**config.mk**
```make
export PLATFORM = sky130hd
export DESIGN_NAME = stack_seq_ctrl
export DESIGN_NICKNAME = d
export VERILOG_FILES = /design/src/rtl/stack_seq_ctrl.sv
export SDC_FILE = /design/constraint.sdc
export NUM_CORES = 1
export LEC_CHECK = 0
export BUFFER_PORTS_ARGS = -buffer_cell sky130_fd_sc_hd__buf_2
export CELL_PAD_IN_SITES_DETAIL_PLACEMENT = 0
export CELL_PAD_IN_SITES_GLOBAL_PLACEMENT = 1
export CORE_AREA = 2 2 39 41
export CTS_BUF_LIST = sky130_fd_sc_hd__clkbuf_4
export DETAILED_ROUTE_END_ITERATION = 10
export DIE_AREA = 0 0 41 43
export PLACE_DENSITY = 0.85
export SLEW_MARGIN = 20
export SYNTH_ARGS = -nofsm -noshare
export SYNTH_HDL_FRONTEND = slang
export SYNTH_SLANG_ARGS = --single-unit
export TNS_END_PERCENT = 50
```
**constraint.sdc**
```tcl
create_clock -name clk -period 2 [get_ports clk]
set_input_delay 0.1 -clock clk [delete_from_list [all_inputs] [get_ports clk]]
set_output_delay 0.1 -clock clk [all_outputs]
set_load 0.1 [all_outputs]
```
**src/rtl/stack_seq_ctrl.sv**
```systemverilog
// stack_seq_ctrl: multi-cycle sequencer for CALL, RET and interrupt entry.
// Each 32-bit PC transfer is split into two 16-bit stack accesses.
// CALL and INT push the high word first; RET pops the low word first.
// Optional feature macro: INT_SEQ_EN enables the interrupt pending latch,
// the INT1/INT2 sequence and intAck. When it is undefined, intReq is ignored.
module stack_seq_ctrl #(
  parameter logic [1:0] INT_VEC_SEL = 2'b11,
  parameter logic [1:0] FLUSH_CNT   = 2'b10
) (
  input  logic       clk,
  input  logic       reset,
  input  logic       decValid,
  input  logic       opCall,
  input  logic       opRet,
  input  logic       intReq,
  output logic       stall,
  output logic [1:0] enablePushOrPop,
  output logic [1:0] firstTimeCall,
  output logic [1:0] firstTimeRET,
  output logic [1:0] firstTimeINT,
  output logic [1:0] FlashNum,
  output logic [1:0] pcSel,
  output logic       intAck
);

  typedef enum logic [2:0] {
    StIdle, StCall1, StCall2, StRet1, StRet2, StInt1, StInt2, StRedir
  } state_e;

  // Op type captured at start so REDIR knows which PC source to select.
  typedef enum logic [1:0] {
    OpCall = 2'b00,
    OpRet  = 2'b01,
    OpInt  = 2'b10
  } op_e;

  state_e state_q, state_d;
  op_e    op_q, op_d;
  logic   int_start;

`ifdef INT_SEQ_EN
  logic int_pend_q, int_pend_d;

  // Pending latch: set by any sampled request, cleared when the INT redirect completes.
  // A request arriving while already pending merges into it.
  always_comb begin
    int_pend_d = int_pend_q | intReq;
    if (state_q == StRedir && op_q == OpInt) begin
      int_pend_d = 1'b0;
    end
  end

  // Pending request register.
  always_ff @(posedge clk or posedge reset) begin
    if (reset) begin
      int_pend_q <= 1'b0;
    end else begin
      int_pend_q <= int_pend_d;
    end
  end

  assign int_start = int_pend_q;
`else
  logic unused_int_req;
  assign unused_int_req = intReq;
  assign int_start      = 1'b0;
`endif

  // Next-state logic: starts are only evaluated in IDLE, everything else free-runs.
  always_comb begin
    state_d = state_q;
    op_d    = op_q;
    unique case (state_q)
      StIdle: begin
        if (int_start) begin
          state_d = StInt1;
          op_d    = OpInt;
        end else if (decValid && opCall) begin
          // CALL wins when both opCall and opRet are set.
          state_d = StCall1;
          op_d    = OpCall;
        end else if (decValid && opRet) begin
          state_d = StRet1;
          op_d    = OpRet;
        end
      end
      StCall1: state_d = StCall2;
      StCall2: state_d = StRedir;
      StRet1:  state_d = StRet2;
      StRet2:  state_d = StRedir;
      StInt1:  state_d = StInt2;
      StInt2:  state_d = StRedir;
      StRedir: state_d = StIdle;
      default: state_d = StIdle;
    endcase
  end

  // State and op registers; reset abandons any half-done push without compensation.
  always_ff @(posedge clk or posedge reset) begin
    if (reset) begin
      state_q <= StIdle;
      op_q    <= OpCall;
    end else begin
      state_q <= state_d;
      op_q    <= op_d;
    end
  end

  // Moore output decode from the state register; reset forces IDLE and thus zeros at once.
  always_comb begin
    stall           = 1'b0;
    enablePushOrPop = 2'b00;
    firstTimeCall   = 2'b00;
    firstTimeRET    = 2'b00;
    firstTimeINT    = 2'b00;
    FlashNum        = 2'b00;
    pcSel           = 2'b00;
    intAck          = 1'b0;
    unique case (state_q)
      StIdle: ;
      StCall1: begin
        stall           = 1'b1;
        enablePushOrPop = 2'b01;
        firstTimeCall   = 2'b01;
      end
      StCall2: begin
        stall           = 1'b1;
        enablePushOrPop = 2'b01;
        firstTimeCall   = 2'b10;
      end
      StRet1: begin
        stall           = 1'b1;
        enablePushOrPop = 2'b10;
        firstTimeRET    = 2'b01;
      end
      StRet2: begin
        stall           = 1'b1;
        enablePushOrPop = 2'b10;
        firstTimeRET    = 2'b10;
      end
      StInt1: begin
        stall           = 1'b1;
        enablePushOrPop = 2'b01;
        firstTimeINT    = 2'b01;
      end
      StInt2: begin
        stall           = 1'b1;
        enablePushOrPop = 2'b01;
        firstTimeINT    = 2'b10;
      end
      StRedir: begin
        FlashNum = FLUSH_CNT;
        unique case (op_q)
          OpCall:  pcSel = 2'b01;
          OpRet:   pcSel = 2'b10;
          OpInt: begin
            pcSel  = INT_VEC_SEL;
            intAck = 1'b1;
          end
          default: pcSel = 2'b00;
        endcase
      end
      default: ;
    endcase
`ifndef INT_SEQ_EN
    firstTimeINT = 2'b00;
    intAck       = 1'b0;
`endif
  end

endmodule

```
==> results of run 1 <==
## logic make-up after synthesis
family,after synthesis,synth area share [%]
fa+ha+maj,5,15.5
flops,4,24.8
simple gates,17,24.8
buf+inv,9,13.9
compound gates,12,20.1
other cells,1,0.928
## through the flow
stage	std cells	util, %	worst slack [ns]
after floorplan	51	-	-0.169
after global placement	76	35.0	0.392
after detailed placement	76	35.0	0.396
after CTS	80	37.3	0.174
after global routing	80	37.3	0.0443
final	80	37.3	0.206
## cells in the mapped netlist
| cell | instances |
|---|---|
| inv_1 | 3 |
| nand2_1 | 3 |
| ha_1 | 5 |
| o21a_1 | 1 |
| buf_6 | 1 |
| buf_4 | 4 |
| o2111ai_1 | 1 |
| nor2b_1 | 5 |
| o21ai_1 | 1 |
| nor2_1 | 4 |
| inv_2 | 1 |
| a22o_1 | 1 |
| nor3b_2 | 1 |
| dfrtp_1 | 4 |
| a21oi_1 | 2 |
| o21ai_2 | 1 |
| a32o_1 | 1 |
| conb_1 | 1 |
| nor2_4 | 1 |
| a31oi_1 | 2 |
| o21ai_0 | 2 |
| and3_1 | 1 |
| and2_1 | 2 |
## flip-flops by register name (all words and copies together), names as in the netlist
register and cells:
op_q 1, state_q 3
## worst max-delay path by stage
stage                           startpoint                     end  slack [ns]  cells past startpoint
floorplan           state_q[0]$_DFFE_PP0P_        firstTimeCall[1]       -0.17                      3
global placement    state_q[0]$_DFFE_PP0P_  state_q[1]$_DFFE_PP0P_        0.39                      6
detailed placement  state_q[1]$_DFFE_PP0P_  state_q[1]$_DFFE_PP0P_        0.40                      6
CTS                 state_q[0]$_DFFE_PP0P_      enablePushOrPop[1]        0.17                      6
global route        state_q[0]$_DFFE_PP0P_      enablePushOrPop[1]        0.04                      6
finish              state_q[0]$_DFFE_PP0P_                   stall        0.21                      6
## per-layer routing
layer	track usage [%]	wire, um	up-vias	share of wire (%)
li1	-	-	187	-
met1	16.0	356	153	46
met2	15.3	361	15	46
met3	6.28	60	0	7.7
met4	2.00	0	0	0
met5	0	0	-	0
## worst register-to-register path: stages, from the launching register on
cell	delay, ns
dfrtp_1	0.42
inv_1	0.10
ha_1	0.22
nor3b_2	0.27
o21ai_2	0.08
a22o_1	0.18
a32o_1	0.20
## cell type report
| cell class | instances | area [um^2] |
|---|---|---|
| inverters | 4 | 15.0 |
| flip-flops and latches | 4 | 100 |
| well taps | 16 | 20.0 |
| multi-input cells | 38 | 279 |
| repair buffers | 15 | 80.1 |
| clock buffers | 3 | 22.5 |
| fillers | 160 | 867 |
==> results.txt, run 1 <==
Status -> finished, final reports clean
Total iterations of the first detailed-routing run -> 4
CP bufs+invs -> 2
Design area -> 517 um^2
Share of post-route cells with drive strength above 1 -> 40.6%
HP Class -> in -> reg
Final clock skew -> 0.00386 ns
CTS Hold Bufs -> 1
Count of port buffers added during placement -> 14
Slowest-stage cell, CP -> buf_2
Synth Register Bits -> 4
CTS tree -> done
I/O Pins -> 20
Antenna Violating Nets Remaining -> 0
Cells after Synth -> 48
Largest net degree at the start of global routing -> 12
Sequential share of the synthesized area -> 24.8%
Synth top area share -> 24.8%
Critical Path, Cell by Cell -> inv_1, ha_1, and2_2, nor2_1, nand2_1, buf_2
Worst-path clk slew -> 0.04 ns
Most common cell after layout, fill and taps aside -> buf_2
Core box area -> 1380 um^2
Max Cap Viol -> 0
Hold Slack -> 0.0828 ns
Routed vias/inst -> 4.44
Clock root buffer -> clkbuf_4
Final Hold Fails -> 0
CP Launch Type -> flip-flop
CP required -> 1.90 ns
Final Max Tran Viols -> 0
R2R Setup Slk -> 0.40 ns
RSZ-0062 raised after global routing -> false
Post-cts resize count -> 0
Critical path's top delay family -> buffers and inverters
Critical path class -> reg -> out
Setup TNS Final -> 0 ns
DRC viols -> 0
Total routed wirelength -> 778 um
Fin crit share -> 89.7%
RR Endpoint -> state_q[1]$_DFFE_PP0P_
Die Ht -> 43 um
Tmin final -> 1.79 ns
Vias -> 355
Reg2Reg Depth -> 6
Final Setup Violations -> 0
Routed length per placed instance -> 9.73 um
Placed cell areas -> 484 um^2
N_diodes -> 0
Gr ovfl total -> 0
Num CTS Buffers -> 3
Worst Hold Depth -> 2
# Post-CTS Setup Buffers -> 0
Row count -> 14
Tot GR Track Use -> 11.4%
Synth area leaders -> dfrtp_1 (25%), ha_1 (15%), nor2b_1 (7.7%), buf_4 (7.4%), nor2_1 (3.7%)
Total Die Area -> 1760 um^2
First-pass GRT wire length -> 1390 um
Starting Density -> 29.2%
Synth Warn # -> 0
Most frequent cells in the layout -> buf_2 (14), ha_1 (5), nor2_1 (4), conb_1 (4), dfrtp_1 (4)
CP Max Fanout -> 5
Synthesized cell area -> 404 um^2
Final #Nets -> 77
WHS Endpoint -> op_q[0]$_DFFE_PP0P_
Initial DRC count -> 7
Synth area leader -> dfrtp_1
Synth unique cells -> 23
Initial antenna violation count -> 0
Area grow syn2layout -> 27.9%
Worst setup EP type -> output port
Delay of the slowest critical-path stage -> 0.41 ns
H-tree depth -> 1
Worst EP arrival -> 1.69 ns
Fmax -> 557 MHz
Worst flop-to-flop path startpoint -> state_q[1]$_DFFE_PP0P_
Vias in the first global route -> 322
Worst Min Path Start -> opCall
Die Wd -> 41 um
Mean Syn Cell Area -> 8.42 um^2
RD Place Congestion -> 0.753
CTS max path bufs -> 2
Num Clock Sinks -> 4
Worst skew pair latency -> 0.23 ns
Hpwl dp -> 661 um
Power of run 1 is not shown: default switching activity piles up to over one toggle a cycle in this logic, so the estimate is an artifact.
==> run 2: changes to the inputs <==
- MAX_ROUTING_LAYER: unset -> met4
==> run 2 against run 1 <==
Compared with the run above:
- via count up 0.28%
- register-to-register slack about the same
- count of clock-buffer cells in the layout stayed put
- global-route usage up 0.28 points
- sequential share of layout area unchanged
- fmax is essentially flat
- first-iteration DRC count fell by 29%
- sequential cell count did not move
- critical path depth did not move
- hold slack better by 0.00059 ns
- die area did not move
- worst setup slack better by 0.00069 ns
==> results.txt, run 2 (synthesis results as in run 1) <==
Status -> finished, final reports clean
Capture point of the worst path -> stall
First-pass GRT wire length -> 1390 um
Largest net degree at the start of global routing -> 12
Vias -> 356
Starting Density -> 29.2%
Area of the multi-input gates -> 279 um^2
Design area -> 517 um^2
DRC viols -> 0
Max Cap Viol -> 0
Worst setup EP type -> output port
Final #Nets -> 77
Worst EP arrival -> 1.69 ns
Gr ovfl total -> 0
Worst-path clk slew -> 0.04 ns
# fillers -> 160
Setup TNS Final -> 0 ns
Most common cell after layout, fill and taps aside -> buf_2
Tot GR Track Use -> 11.7%
Final setup margin -> 0.206 ns
Vias in the first global route -> 321
Biggest regs -> state_q x3, op_q x1
Fin cells -> 80
Num Clock Sinks -> 4
Cell count after placement -> 76
Tmin final -> 1.79 ns
Count of port buffers added during placement -> 14
Critical Path Source -> state_q[0]$_DFFE_PP0P_
CP required -> 1.90 ns
Num CTS Buffers -> 3
Slowest-stage cell, CP -> buf_2
Fmax -> 558 MHz
RSZ-0062 raised after global routing -> false
Fin crit share -> 89.7%
Routed vias/inst -> 4.45
N_diodes -> 0
H-tree depth -> 1
RD Place Congestion -> 0.762
Clock root buffer -> clkbuf_4
Antenna Violating Nets Remaining -> 0
Hpwl dp -> 661 um
Most frequent cells in the layout -> buf_2 (14), ha_1 (5), nor2_1 (4), conb_1 (4), dfrtp_1 (4)
Initial DRC count -> 5
Flip-flop count of the largest register after layout -> 3
Storage cell area -> 100 um^2
I/O Pins -> 20
Die Wd -> 41 um
CP Max Fanout -> 5
Total Die Area -> 1760 um^2
RR Endpoint -> state_q[1]$_DFFE_PP0P_
Reg2Reg Depth -> 6
Final Max Tran Viols -> 0
Total iterations of the first detailed-routing run -> 4
Final clock skew -> 0.00379 ns
Placed cell areas -> 484 um^2
Critical Path, Cell by Cell -> inv_1, ha_1, and2_2, nor2_1, nand2_1, buf_2
CP Launch Type -> flip-flop
Row count -> 14
Final Hold Fails -> 0
Most flops, register -> state_q
Post-cts resize count -> 0
CTS max path bufs -> 2
CTS tree -> done
HP Class -> in -> reg
Routed length per placed instance -> 9.75 um
Final Setup Violations -> 0
Total routed wirelength -> 780 um
Setup slack at placement -> 0.396 ns
Core box area -> 1380 um^2
Die Ht -> 43 um
Worst flop-to-flop path startpoint -> state_q[1]$_DFFE_PP0P_
Area grow syn2layout -> 27.9%
Initial antenna violation count -> 0
Worst skew pair latency -> 0.23 ns
Delay of the slowest critical-path stage -> 0.41 ns
R2R Setup Slk -> 0.40 ns
Critical path class -> reg -> out
Share of post-route cells with drive strength above 1 -> 40.6%
## run 2: cell counts in the layout (fill, tap and decap cells not counted)
No cell type changed its count.
## run 2: layout make-up
cell class,instances,area share (%)
Multi-Input combinational cell,38,54.0
Sequential cell,4,19.4
Timing Repair Buffer,15,15.5
Clock buffer,3,4.36
Tap cell,16,3.87
Inverter,4,2.91
## run 2: worst min path at each step
stage / start / to / slack (ns) / depth (start not counted)
floorplan: reset / op_q[0]$_DFFE_PP0P_ / -0.13 / 1
global placement: reset / state_q[2]$_DFFE_PP0P_ / -0.02 / 2
detailed placement: reset / state_q[0]$_DFFE_PP0P_ / -0.01 / 2
CTS: opCall / op_q[0]$_DFFE_PP0P_ / 0.07 / 2
global route: opCall / op_q[0]$_DFFE_PP0P_ / 0.1 / 2
finish: opCall / op_q[0]$_DFFE_PP0P_ / 0.08 / 2
## run 2: worst max-delay path, delay by kind of cell (launching register included)
family                     cells  cell delay (ns)
adders and majority gates      1             0.23
buffers and inverters          2             0.57
DFF                            1             0.39
and+or+nand+nor                3             0.27
## run 2: metal layers
layer | up-vias | track usage [%] | wire length (um)
li1 | 186 | - | -
met1 | 153 | 16.0 | 354
met2 | 17 | 15.3 | 360
met3 | 0 | 6.28 | 65
met4 | 0 | 2.00 | 0
met5 | - | - | 0
## run 2: timing repair
item / CTS / global route
endpoints found under the hold margin: 4 / 0
hold buffers: 1 / 0
setup buffers: 0 / 0
## run 2: per-stage QoR
step	utilization (%)	hold slack (ns)
after floorplan	-	-0.134
after global placement	35.0	-0.0192
after detailed placement	35.0	-0.0119
after CTS	37.3	0.0734
after global routing	37.3	0.0988
final	37.3	0.0834
Power of run 2 is left out for the same reason.
